==> src/rtl/bus_sequencer.sv <==
// -----------------------------------------------------------------------------
// bus_sequencer
// Control-step sequencer for the mini CPU's shared 32-bit datapath bus.
// Walks instruction fetch (T0..T2) and register-register ALU execution
// (T3..T6) as fixed T-steps. It drives every bus-source enable and the
// matching load enables, and at most one bus source is active in any cycle.
//
// Ports
//   clock       rising-edge clock
//   clear       asynchronous active-low reset
//   start       begin one instruction (sampled in IDLE only)
//   ir[31:0]    instruction word: opcode=ir[31:27] ra=ir[26:23] rb=ir[22:19] rc=ir[18:15]
//   mem_ready   memory read data valid at the MDR input
//   r_out/r_in  one-hot register bus-source / load enables (bit n = Rn)
//   *_out       remaining bus-source enables (inport_out reserved, tied 0)
//   *_in        remaining load enables
//   inc_pc      ALU computes PC+1 into Z
//   read        memory read strobe
//   alu_op      ADD=0 SUB=1 AND=2 OR=3 MUL=4 DIV=5, 0 outside T0/T4
//   busy        high in every state except IDLE
//   done        one-cycle completion pulse
//   fault       sticky until next accepted start: 00 none, 01 illegal, 10 mem timeout
// -----------------------------------------------------------------------------
module bus_sequencer #(
  parameter int OPW          = 5,
  parameter int MEM_WAIT_MAX = 15
) (
  input  logic        clock,
  input  logic        clear,
  input  logic        start,
  input  logic [31:0] ir,
  input  logic        mem_ready,
  output logic [15:0] r_out,
  output logic        hi_out,
  output logic        lo_out,
  output logic        zhigh_out,
  output logic        zlow_out,
  output logic        pc_out,
  output logic        mdr_out,
  output logic        inport_out,
  output logic        y_out,
  output logic [15:0] r_in,
  output logic        hi_in,
  output logic        lo_in,
  output logic        y_in,
  output logic        z_in,
  output logic        pc_in,
  output logic        ir_in,
  output logic        mar_in,
  output logic        mdr_in,
  output logic        inc_pc,
  output logic        read,
  output logic [3:0]  alu_op,
  output logic        busy,
  output logic        done,
  output logic [1:0]  fault
);

  localparam int WW = $clog2(MEM_WAIT_MAX + 1);

  localparam logic [OPW-1:0] OP_ADD = OPW'(5'b00011);
  localparam logic [OPW-1:0] OP_SUB = OPW'(5'b00100);
  localparam logic [OPW-1:0] OP_AND = OPW'(5'b00101);
  localparam logic [OPW-1:0] OP_OR  = OPW'(5'b00110);
  localparam logic [OPW-1:0] OP_MUL = OPW'(5'b01111);
  localparam logic [OPW-1:0] OP_DIV = OPW'(5'b10000);

  localparam logic [1:0] FLT_NONE    = 2'b00;
  localparam logic [1:0] FLT_ILLEGAL = 2'b01;
  localparam logic [1:0] FLT_TIMEOUT = 2'b10;

  typedef enum logic [3:0] {
    S_IDLE = 4'd0,
    S_T0   = 4'd1,
    S_T1   = 4'd2,
    S_T2   = 4'd3,
    S_T3   = 4'd4,
    S_T4   = 4'd5,
    S_T5   = 4'd6,
    S_T6   = 4'd7,
    S_DONE = 4'd8
  } state_t;

  function automatic logic f_legal(input logic [OPW-1:0] op);
    case (op)
      OP_ADD, OP_SUB, OP_AND, OP_OR, OP_MUL, OP_DIV: f_legal = 1'b1;
      default:                                       f_legal = 1'b0;
    endcase
  endfunction

  function automatic logic f_muldiv(input logic [OPW-1:0] op);
    f_muldiv = (op == OP_MUL) || (op == OP_DIV);
  endfunction

  function automatic logic [3:0] f_alu(input logic [OPW-1:0] op);
    case (op)
      OP_ADD:  f_alu = 4'd0;
      OP_SUB:  f_alu = 4'd1;
      OP_AND:  f_alu = 4'd2;
      OP_OR:   f_alu = 4'd3;
      OP_MUL:  f_alu = 4'd4;
      OP_DIV:  f_alu = 4'd5;
      default: f_alu = 4'd0;
    endcase
  endfunction

  function automatic logic [15:0] f_onehot(input logic [3:0] idx);
    f_onehot = 16'h0001 << idx;
  endfunction

  state_t         r_state;
  state_t         w_next_state;
  logic [OPW-1:0] r_opcode;
  logic [3:0]     r_ra;
  logic [3:0]     r_rb;
  logic [3:0]     r_rc;
  logic [WW-1:0]  r_wait;
  logic [WW-1:0]  w_wait_next;
  logic [1:0]     r_fault;
  logic [1:0]     w_fault_next;
  logic           w_latch;

  // Low instruction bits carry no register field; folded here on purpose.
  logic           w_unused_ir;
  assign w_unused_ir = &{1'b0, ir[14:0]};

  // The instruction word is captured on the T2->T3 edge so that every
  // T3 output is decoded from registered fields only.
  assign w_latch = (r_state == S_T2);

  // State, wait counter and sticky fault registers.
  always_ff @(posedge clock or negedge clear) begin
    if (!clear) begin
      r_state <= S_IDLE;
      r_wait  <= '0;
      r_fault <= FLT_NONE;
    end else begin
      r_state <= w_next_state;
      r_wait  <= w_wait_next;
      r_fault <= w_fault_next;
    end
  end

  // Decode latches for opcode and register fields.
  always_ff @(posedge clock or negedge clear) begin
    if (!clear) begin
      r_opcode <= '0;
      r_ra     <= 4'd0;
      r_rb     <= 4'd0;
      r_rc     <= 4'd0;
    end else if (w_latch) begin
      r_opcode <= ir[31 -: OPW];
      r_ra     <= ir[26:23];
      r_rb     <= ir[22:19];
      r_rc     <= ir[18:15];
    end else begin
      r_opcode <= r_opcode;
      r_ra     <= r_ra;
      r_rb     <= r_rb;
      r_rc     <= r_rc;
    end
  end

  // Next-state, wait-counter and fault update.
  always_comb begin
    w_next_state = r_state;
    w_wait_next  = '0;
    w_fault_next = r_fault;
    case (r_state)
      S_IDLE: begin
        if (start) begin
          w_next_state = S_T0;
          w_fault_next = FLT_NONE;
        end else begin
          w_next_state = S_IDLE;
        end
      end
      S_T0: w_next_state = S_T1;
      S_T1: begin
        if (mem_ready) begin
          w_next_state = S_T2;
        end else if (r_wait == WW'(MEM_WAIT_MAX - 1)) begin
          // This cycle is the MEM_WAIT_MAX-th spent waiting in T1.
          w_next_state = S_DONE;
          w_fault_next = FLT_TIMEOUT;
        end else begin
          w_next_state = S_T1;
          w_wait_next  = r_wait + WW'(1);
        end
      end
      S_T2: w_next_state = S_T3;
      S_T3: begin
        if (f_legal(r_opcode)) begin
          w_next_state = S_T4;
        end else begin
          w_next_state = S_DONE;
          w_fault_next = FLT_ILLEGAL;
        end
      end
      S_T4: w_next_state = S_T5;
      S_T5: begin
        if (f_muldiv(r_opcode)) begin
          w_next_state = S_T6;
        end else begin
          w_next_state = S_DONE;
        end
      end
      S_T6:    w_next_state = S_DONE;
      S_DONE:  w_next_state = S_IDLE;
      default: w_next_state = S_IDLE;
    endcase
  end

  // Per-state output decode; exactly one bus source in each of T0..T6.
  always_comb begin
    r_out      = 16'h0000;
    hi_out     = 1'b0;
    lo_out     = 1'b0;
    zhigh_out  = 1'b0;
    zlow_out   = 1'b0;
    pc_out     = 1'b0;
    mdr_out    = 1'b0;
    inport_out = 1'b0;
    y_out      = 1'b0;
    r_in       = 16'h0000;
    hi_in      = 1'b0;
    lo_in      = 1'b0;
    y_in       = 1'b0;
    z_in       = 1'b0;
    pc_in      = 1'b0;
    ir_in      = 1'b0;
    mar_in     = 1'b0;
    mdr_in     = 1'b0;
    inc_pc     = 1'b0;
    read       = 1'b0;
    alu_op     = 4'd0;
    busy       = 1'b1;
    done       = 1'b0;
    fault      = r_fault;
    case (r_state)
      S_IDLE: busy = 1'b0;
      S_T0: begin
        pc_out = 1'b1;
        mar_in = 1'b1;
        inc_pc = 1'b1;
        z_in   = 1'b1;
        alu_op = 4'd0;
      end
      S_T1: begin
        zlow_out = 1'b1;
        pc_in    = 1'b1;
        read     = 1'b1;
        mdr_in   = 1'b1;
      end
      S_T2: begin
        mdr_out = 1'b1;
        ir_in   = 1'b1;
      end
      S_T3: begin
        r_out = f_onehot(r_rb);
        y_in  = 1'b1;
      end
      S_T4: begin
        r_out  = f_onehot(r_rc);
        z_in   = 1'b1;
        alu_op = f_alu(r_opcode);
      end
      S_T5: begin
        zlow_out = 1'b1;
        if (f_muldiv(r_opcode)) begin
          lo_in = 1'b1;
        end else begin
          r_in = f_onehot(r_ra);
        end
      end
      S_T6: begin
        zhigh_out = 1'b1;
        hi_in     = 1'b1;
      end
      S_DONE:  done = 1'b1;
      default: busy = 1'b0;
    endcase
  end

endmodule

==> config.mk <==
export PLATFORM = sky130hd
export DESIGN_NAME = bus_sequencer
export DESIGN_NICKNAME = d
export VERILOG_FILES = /design/src/rtl/bus_sequencer.sv
export SDC_FILE = /design/constraint.sdc
export NUM_CORES = 1
export LEC_CHECK = 0
export BUFFER_PORTS_ARGS = -buffer_cell sky130_fd_sc_hd__buf_2
export CAP_MARGIN = 5
export CORE_ASPECT_RATIO = 1.2
export CORE_MARGIN = 5
export CORE_UTILIZATION = 36
export DETAILED_ROUTE_END_ITERATION = 12
export PLACE_DENSITY = 0.68
export RECOVER_POWER = 25
export SLEW_MARGIN = 20
export SYNTH_ARGS = -nofsm -noshare
export SYNTH_HDL_FRONTEND = slang
export SYNTH_SLANG_ARGS = --single-unit
==> constraint.sdc <==
create_clock -name clock -period 2.3 [get_ports clock]
set_clock_uncertainty 0.05 [all_clocks]
set_input_delay 0 -clock clock [delete_from_list [all_inputs] [get_ports clock]]
set_output_delay 0 -clock clock [all_outputs]
set_load 0.03 [all_outputs]
======== Word-level counts from Yosys, hierarchy flattened ========
Cells that the tools add are included.
operators by class
  add/sub/neg operators ................... 1
  equality and inequality tests ........... 19
  shift operators ......................... 3
  multiplexer cells ....................... 32
  reductions and logical operators ........ 8
operators by type and width
  kind                  count
  $shl 1x4->16 const A  3
  $mux 16               2
  $pmux 16 s2           1
  $pmux 4 s8            1
  $mux 4                7
  $eq 4x3->1 const B    4
  $eq 5x3->1 const B    3
  $pmux 3 s5            1
  $mux 1                14
  $eq 4x2->1 const B    2
  $eq 4x4->1 const B    2
  $mux 2                4
  $ne 2x2->1 const B    4
  $reduce_or 8->1       1
  $pmux 2 s3            1
  $reduce_or 6->1       1
  $eq 5x2->1 const B    1
  $eq 5x4->1 const B    1
  $eq 5x5->1 const B    1
  $reduce_and 5->1      1
  $add 4x1->4 const B   1
  $eq 4x1->1 const B    1
  $logic_not 4->1       1
  $reduce_or 2->1       2
  other kinds (3)       3
storage, ports and cells
  flip-flop bits (word level) ............. 27
  input bits .............................. 36
  output and inout port bits .............. 58
  logic and storage cells ................. 70

======== Logic depth before layout (Yosys ltp) ========
Gate-level depths: netlist of the first run.
  depth after elaboration ................. 6
  gate-level depth with buffers ........... 6
  gate-level depth less buffers ........... 6

======== Worst setup path before layout of the first run ========
Ideal clock, no wire load.
  path type ............................... register to output
  start ................................... register r_state[3]
  end ..................................... output r_in[1]
  data arrival time ....................... 1,861 ps
  required time ........................... 2,250 ps
  setup slack ............................. 389 ps
  cell stages (with the launch flop) ...... 6
  buffers on the path ..................... 1
  path through ............................ dfrtp_1 > buf_4 > nand4bb_1 > a221oi_2 > nand3b_1 > nor3_1
between the ends
  word-level cells in the longest chain between the ends .. 2
ends and longest elaborated chain
  what                      line  source
  start: declaration        111   state_t r_state;
  start signal: assignment  138   r_state <= w_next_state;
  $eq 4x3->1                240   case (r_state)
  $mux 16                   240
  end: declaration          42    output logic [15:0] r_in,
No other way between the ends.

======== Worst setup path after layout of the first run ========
  start ................................... register r_state[3]
  end ..................................... output r_out[0]
between the ends
  word-level cells in the longest chain between the ends .. 2
  elaborated cells on any way between the ends .. 3
  classes of those cells .................. eq/ne (2); mux (1)
ends and longest elaborated chain
  what              line  source
  $eq 4x3->1        240
  $pmux 16 s2 *     240
  end: declaration  33    output logic [15:0] r_out,
Every way passes the cells marked *; elsewhere a longest branch is shown, timed or not.

==> results.md, run 1 <==
* Outcome: completed
* Root buffer cell: clkbuf_8
* # port buffers at 73
* PwrDens at 1100 mW/mm^2
* Setup bufs post-CTS at 0
* DIE HEIGHT at 87.7 um
* Area post-placement at 0.00219 sq mm
* Initial antenna violation count at 0
* Syn Area/Cell at 9.24 sq um
* Reg-to-Reg Start: r_state[1]
* Critical Path End Type: primary output
* Critical Path End: r_out[0]
* Max rail drop VDD at 513 uV
* Top FF cell, synth: dfrtp_1
* Core area at 0.00490 sq mm
* Gp weighted congestion at 0.786
* Leading cell type in the layout, fill and taps excluded: buf_2
* Total grt overflow at 0
* Worst slew margin at 1.58%
* Max layer used: met4
* Area Overhead vs Synth at 34.9%
* Element type at the critical path start: register
* Leakage at 1.21 nW
* Crit. Startpoint: r_state[3]
* Worst path depth at 5
* Starting Density at 36.9%
* Vias per Instance at 4.84
* Tot GR Track Use at 13.7%
* Final Hold Fails at 0
* TritonCTS clock tree: yes
* Number of global-route vias before repair at 1,565
* CP Max Fanout at 8
* Synthesized cell area at 0.00181 sq mm
* Endpoints failing setup at 0
* Type of the tightest min-delay check: in -> reg
* Crit path max-delay family: simple AND/OR/NAND/NOR gates
* Setup CP Type: reg -> out
* Worst r2r dst: r_rb[0]
* Crit-path max cell delay at 500 ps
* Pre-CTS setup slack at 404 ps
* I/O pins at 94
* Post-route DRC at 0
* F_max at 0.480 GHz
* Share of post-route cells with drive strength above 1 at 38.1%
* Critical path buffers and inverters at 1
* Full die area at 0.00656 sq mm
* # diodes at 0
* Wire length on met1 at 1710 um
* Count of cell types in the netlist at 40
* Tmin final at 2080 ps
* Largest net degree at the start of global routing at 28
* Setup TNS at 0 ps
* Max-cap viol count at 0
* Met3 routed WL at 317 um
* CTS sink cnt at 27
* DRT antenna net count at 0
* Most frequent cells in the layout: buf_2 (72), nor2_1 (45), dfrtp_1 (26), mux2_2 (20), dlygate4sd3_1 (20)
* Final Instance Area at 0.00244 sq mm
* Critical path arrival at 2030 ps
* Crit-path cells: and4bb_2 > mux2i_1 > nand2_1 > nor2_1 > buf_2
* Yosys Warn Count at 0
* Vias at 1,673
* Slew Viols, Final at 0
* Die Wd at 74.8 um
* Yosys reg bits at 27
* CTS buffer count at 3
* Async set or reset register ratio after synthesis at 100%
* First-pass GRT wire length at 7090 um
* Clock tree buffer depth at 2
* Reg clk slew, reported paths at 90 ps
* Routed len/inst at 12.5 um
* Worst-margin pin slew at 1480 ps
* Core Rows at 28
* Layout fillers at 478
* Mapped Cells at 196
* Post-synth EDFFs at 0
* H-tree depth at 1
* Reg2Reg Setup Slack at 520 ps
* Worst endpoint required time at 2250 ps
* Part of the cycle the worst path needs at 90.6%
* DRT iter0 DRCs at 57
* Worst setup margin at 215 ps
* Hpwl dp at 3450 um
* Met2 routed WL at 2280 um
* Routed wire length at 4340 um
* Clk_lat worst skew at 260 ps
* Router iterations before antenna repair at 4
* Final nets at 325
* RSZ-0062 raised after global routing: no
* CP max-delay cell: dfrtp_1
* Sequential share of the synthesized area at 37.3%
* R2r worst-path depth at 4
-- layout make-up --
| cell class | count | area [sq um] | share of cell area (%) |
|---|---|---|---|
| clock buffer | 4 | 45.0 | 1.84 |
| inverter | 3 | 11.3 | 0.461 |
| multi-input combinational | 154 | 1030 | 42.3 |
| sequential | 27 | 677 | 27.7 |
| tap | 60 | 75.1 | 3.07 |
| timing repair buffer | 98 | 602 | 24.6 |
-- worst min-delay path: stages --
cell and delay [ps]:
dlygate4sd3_1 510, buf_2 90, mux2_2 120
-- Yosys cell counts, types with 2 or more instances --
cell type / n / area share (%)
nor2_1: 45 / 9.3
dfrtp_1: 27 / 37
mux2_2: 20 / 12
buf_4: 12 / 5.0
nand2_1: 12 / 2.5
nor2b_1: 8 / 2.8
nand2b_1: 7 / 2.4
nand3_1: 7 / 1.9
nor3_1: 7 / 1.9
mux2i_1: 5 / 2.8
nand3b_1: 4 / 1.7
buf_2: 3 / 0.83
inv_1: 3 / 0.62
and2_1: 2 / 0.69
and3b_1: 2 / 0.97
ha_1: 2 / 1.4
nand4bb_1: 2 / 1.2
nor3b_2: 2 / 1.4
nor4_1: 2 / 0.69
or2_2: 2 / 0.69
xnor2_1: 2 / 0.97
xor2_1: 2 / 0.97
-- cell families after synthesis --
logic type                 synth area share [%]
and+or+nand+nor                            32.8
buffers and inverters                      7.04
adders and majority gates                  1.38
DFF                                        37.3
xor gates and xnor gates                   1.93
other                                     0.207
AOI/OAI and AO/OA                          4.14
muxes                                      15.2
-- state kept, by name, indices dropped and copies added, names as in the netlist --
| name | cells |
|---|---|
| r_rb | 4 |
| r_opcode | 5 |
| r_wait | 4 |
| r_ra | 4 |
| r_state | 4 |
| fault | 2 |
| r_rc | 4 |
-- report_power, final --
part           switching (mW)  internal, mW
Combinational           0.841         0.636
Clock                   0.136         0.124
Sequential              0.280         0.675
Total                    1.26          1.43
-- per-stage QoR --
| step | hold WS (ps) | total power [mW] | cells | utilization [%] |
|---|---|---|---|---|
| global placement | -0.387 | 2.38 | 322 | 44.6 |
| CTS | 246 | 2.70 | 346 | 49.6 |
| floorplan | -346 | 2.10 | 200 | - |
| global route | 440 | 2.92 | 346 | 49.8 |
| detailed placement | -2.66 | 2.41 | 322 | 44.6 |
| finish | 439 | 2.69 | 346 | 49.8 |
-- what timing repair did --
action | 4_1_cts | 5_1_grt
hold buffers | 20 | 0
hold endpoints to repair | 48 | 0
resized for setup | 0 | 2
setup endpoints to repair | 0 | 4
-- routing by layer --
| metal | vias up | global-route usage (%) |
|---|---|---|
| li1 | 834 | - |
| met1 | 794 | 16.3 |
| met2 | 43 | 24.9 |
| met3 | 2 | 2.76 |
| met4 | 0 | 3.40 |
| met5 | - | 0 |
-- how the worst min path moves through the flow --
stage | start | endpoint | slack, ps | cells after the start
after global routing | ir[29] | r_opcode[2] | 440 | 3
final | ir[29] | r_opcode[2] | 440 | 3
after CTS | clear | r_rc[2] | 250 | 2
after floorplan | clear | fault[0] | -350 | 0
after global placement | clear | r_rb[0] | -0.4 | 1
after detailed placement | clear | r_rb[0] | -3 | 1
Note: power is estimated with default switching activity, not from simulation.
==> run 2, diff against run 1 <==
- CTS_CLUSTER_SIZE: default -> 24
- clock period: 2.3 -> 2.2 ns (I/O delays scaled with it)
==> run 2 against run 1 <==
Compared with the run above: first-iteration DRC count shrank 26%; routed wire length grew 1.8%; worst setup slack lost 73 ps; cell count is the same; critical path depth is the same; final area grew 1.2%; largest cell class unchanged; highest routed layer unchanged.
==> results.md, run 2 (synthesis gave the netlist of run 1 again) <==
* Outcome: completed
* DRT iter0 DRCs at 42 (-26%)
* Clock tree buffer depth at 2 (unchanged)
* First-pass GRT wire length at 7250 um (+2.3%)
* Crit-path max cell delay at 500 ps (about the same)
* I/O pins at 94 (unchanged)
* Clock power frac at 9.9% (+0.2 points)
* Part of the cycle the worst path needs at 93.6%
* Endpoints failing setup at 0 (unchanged)
* Crit-path cells: nand4bb_2 > mux2_2 > nand2b_1 > nor2_1 > buf_2
* Vias per Instance at 4.73 (-2.3%)
* CP Max Fanout at 9 (+1)
* Worst Hold Slack at 409 ps (-30.3 ps)
* Area post-placement at 0.00219 sq mm (unchanged)
* Slew Viols, Final at 0 (unchanged)
* Logic gate share of total power at 54.7% (-0.2 points)
* CP max-delay cell: dfrtp_1
* Largest Register: r_opcode
* Reg2Reg Setup Slack at 410 ps (-110 ps)
* CTS buffer count at 3 (unchanged)
* PwrDens at 1160 mW/mm^2 (+5.2%)
* Number of global-route vias before repair at 1,581 (+1.0%)
* Vias at 1,635 (-2.3%)
* Switching share of power at 46.8% (+0.086 points)
* Worst r2r dst: r_rb[0]
* Final Hold Fails at 0 (unchanged)
* Leakage at 1.21 nW (+0.24%)
* Area Overhead vs Synth at 36.6%
* Total grt overflow at 0 (unchanged)
* Internal at 1.53 mW (+6.3%)
* Share of post-route cells with drive strength above 1 at 39.9% (+1.7 points)
* Core Util, Final at 50.5% (+0.61 points)
* Die Wd at 74.8 um (unchanged)
* Core Rows at 28 (unchanged)
* Max rail drop VDD at 497 uV (-3.1%)
* Largest register FFs at 5 (unchanged)
* CTS sink cnt at 27 (unchanged)
* Critical path arrival at 2010 ps (-20 ps)
* Switching power at 1.34 mW (+6.7%)
* Root buffer cell: clkbuf_8
* Router iterations before antenna repair at 4 (unchanged)
* Worst endpoint required time at 2150 ps (-100 ps)
* Setup bufs post-CTS at 0 (unchanged)
* Leading cell type in the layout, fill and taps excluded: buf_2
* Worst slew margin at 3.93% (+2.4 points)
* Routed len/inst at 12.8 um (+1.8%)
* DRT antenna net count at 0 (unchanged)
* Worst setup margin at 142 ps (-73.3 ps)
* Hold Path End: fault[1]
* Routed wire length at 4410 um (+1.8%)
* Hpwl dp at 3520 um (+2.0%)
* Reg-to-Reg Start: r_state[1]
* Post-route DRC at 0 (unchanged)
* Core area at 0.00490 sq mm (unchanged)
* Type of the tightest min-delay check: in -> reg
* Initial antenna violation count at 0 (unchanged)
* # port buffers at 73 (unchanged)
* Reg clk slew, reported paths at 100 ps (about the same)
* Hold depth at 3 (unchanged)
* Critical Path End Type: primary output
* Pre-CTS setup slack at 312 ps (-91.7 ps)
* Starting Density at 36.9% (unchanged)
* Final nets at 325 (unchanged)
* Largest net degree at the start of global routing at 28 (unchanged)
* H-tree depth at 1 (unchanged)
* # diodes at 0 (unchanged)
* Tot GR Track Use at 14.1% (+0.34 points)
* Full die area at 0.00656 sq mm (unchanged)
* Setup TNS at 0 ps (unchanged)
* R2r worst-path depth at 4 (unchanged)
* Gp weighted congestion at 0.774 (-1.5%)
* TritonCTS clock tree: yes
* Most frequent cells in the layout: buf_2 (72), nor2_1 (45), dfrtp_1 (25), mux2_2 (20), dlygate4sd3_1 (20)
* Setup CP Type: reg -> out
* Crit. Startpoint: r_state[1]
* Tmin final at 2060 ps
* Clk_lat worst skew at 280 ps (+20 ps)
* RSZ-0062 raised after global routing: no
* Final Instance Area at 0.00247 sq mm (+1.2%)
* Flop pwr share at 35.3% (-0.2 points)
* Element type at the critical path start: register
* F_max at 0.486 GHz
* Worst hold start: start
* Max-cap viol count at 0 (unchanged)
* DIE HEIGHT at 87.7 um (unchanged)
* Worst-margin pin slew at 1440 ps (-35.4 ps)
==> run 2: cell types whose count changed in the layout (fill, tap and decap cells not counted) <==
cell | before | now
nand4bb_1 | 2 | 0
dfrtp_1 | 26 | 25
dfrtp_2 | 1 | 2
mux2i_1 | 5 | 4
clkbuf_1 | 2 | 1
nand4bb_4 | 0 | 1
nand4bb_2 | 0 | 1
clkinvlp_4 | 0 | 1
mux2i_2 | 0 | 1
==> run 2: timing repair <==
item / in CTS / in global routing
hold buffers: 20 / 0
resized for setup: 1 / 5
pin swaps: 0 / 1
hold endpoints to repair: 48 / 0
setup endpoints to repair: 2 / 22
==> run 2: worst max-delay path by stage <==
stage / to / slack (ps) / depth (start not counted)
final: r_out[5] / 140 / 5
after detailed placement: r_out[7] / 310 / 5
after global placement: r_out[5] / 360 / 5
after global routing: r_out[5] / 8 / 5
after CTS: r_in[3] / 6 / 5
after floorplan: r_in[1] / 290 / 5
==> run 2: final cells by class <==
| cell class | count | area [sq um] |
|---|---|---|
| clock buffer | 3 | 41.3 |
| clock inverter | 1 | 7.51 |
| fill | 496 | 2430 |
| inverter | 3 | 11.3 |
| multi-input combinational | 154 | 1060 |
| sequential | 27 | 678 |
| tap | 60 | 75.1 |
| timing repair buffer | 98 | 602 |
==> run 2: through the flow <==
| stage | cells | power [mW] |
|---|---|---|
| final | 346 | 2.87 |
| after global routing | 346 | 3.12 |
| after detailed placement | 322 | 2.53 |
| after global placement | 322 | 2.49 |
| after floorplan | 200 | 2.19 |
| after CTS | 346 | 2.85 |
==> run 2: per-layer routing <==
layer / GRT usage [%] / routed length [um] / up-vias
li1: - / - / 834
met1: 17.3 / 1750 / 754
met2: 25.8 / 2360 / 43
met3: 1.49 / 266 / 4
met4: 3.56 / 38 / 0
met5: 0 / 0 / -
==> run 2: critical path: cells and delay by family, from the launching register on <==
| kind | cells | cell delay [ps] |
|---|---|---|
| AND/OR/NAND/NOR | 3 | 660 |
| buffers and inverters | 1 | 200 |
| multiplexers | 1 | 380 |
| flip-flops | 1 | 500 |
==> run 2: power groups by stage <==
stage | combinational, mW | sequential, mW | clock [mW]
5_1_grt | 1.74 | 1.07 | 0.305
3_3_place_gp | 1.50 | 0.987 | 0
4_1_cts | 1.56 | 0.994 | 0.296
2_1_floorplan | 1.28 | 0.911 | 0
3_5_place_dp | 1.53 | 1.00 | 0
6_report | 1.57 | 1.01 | 0.285
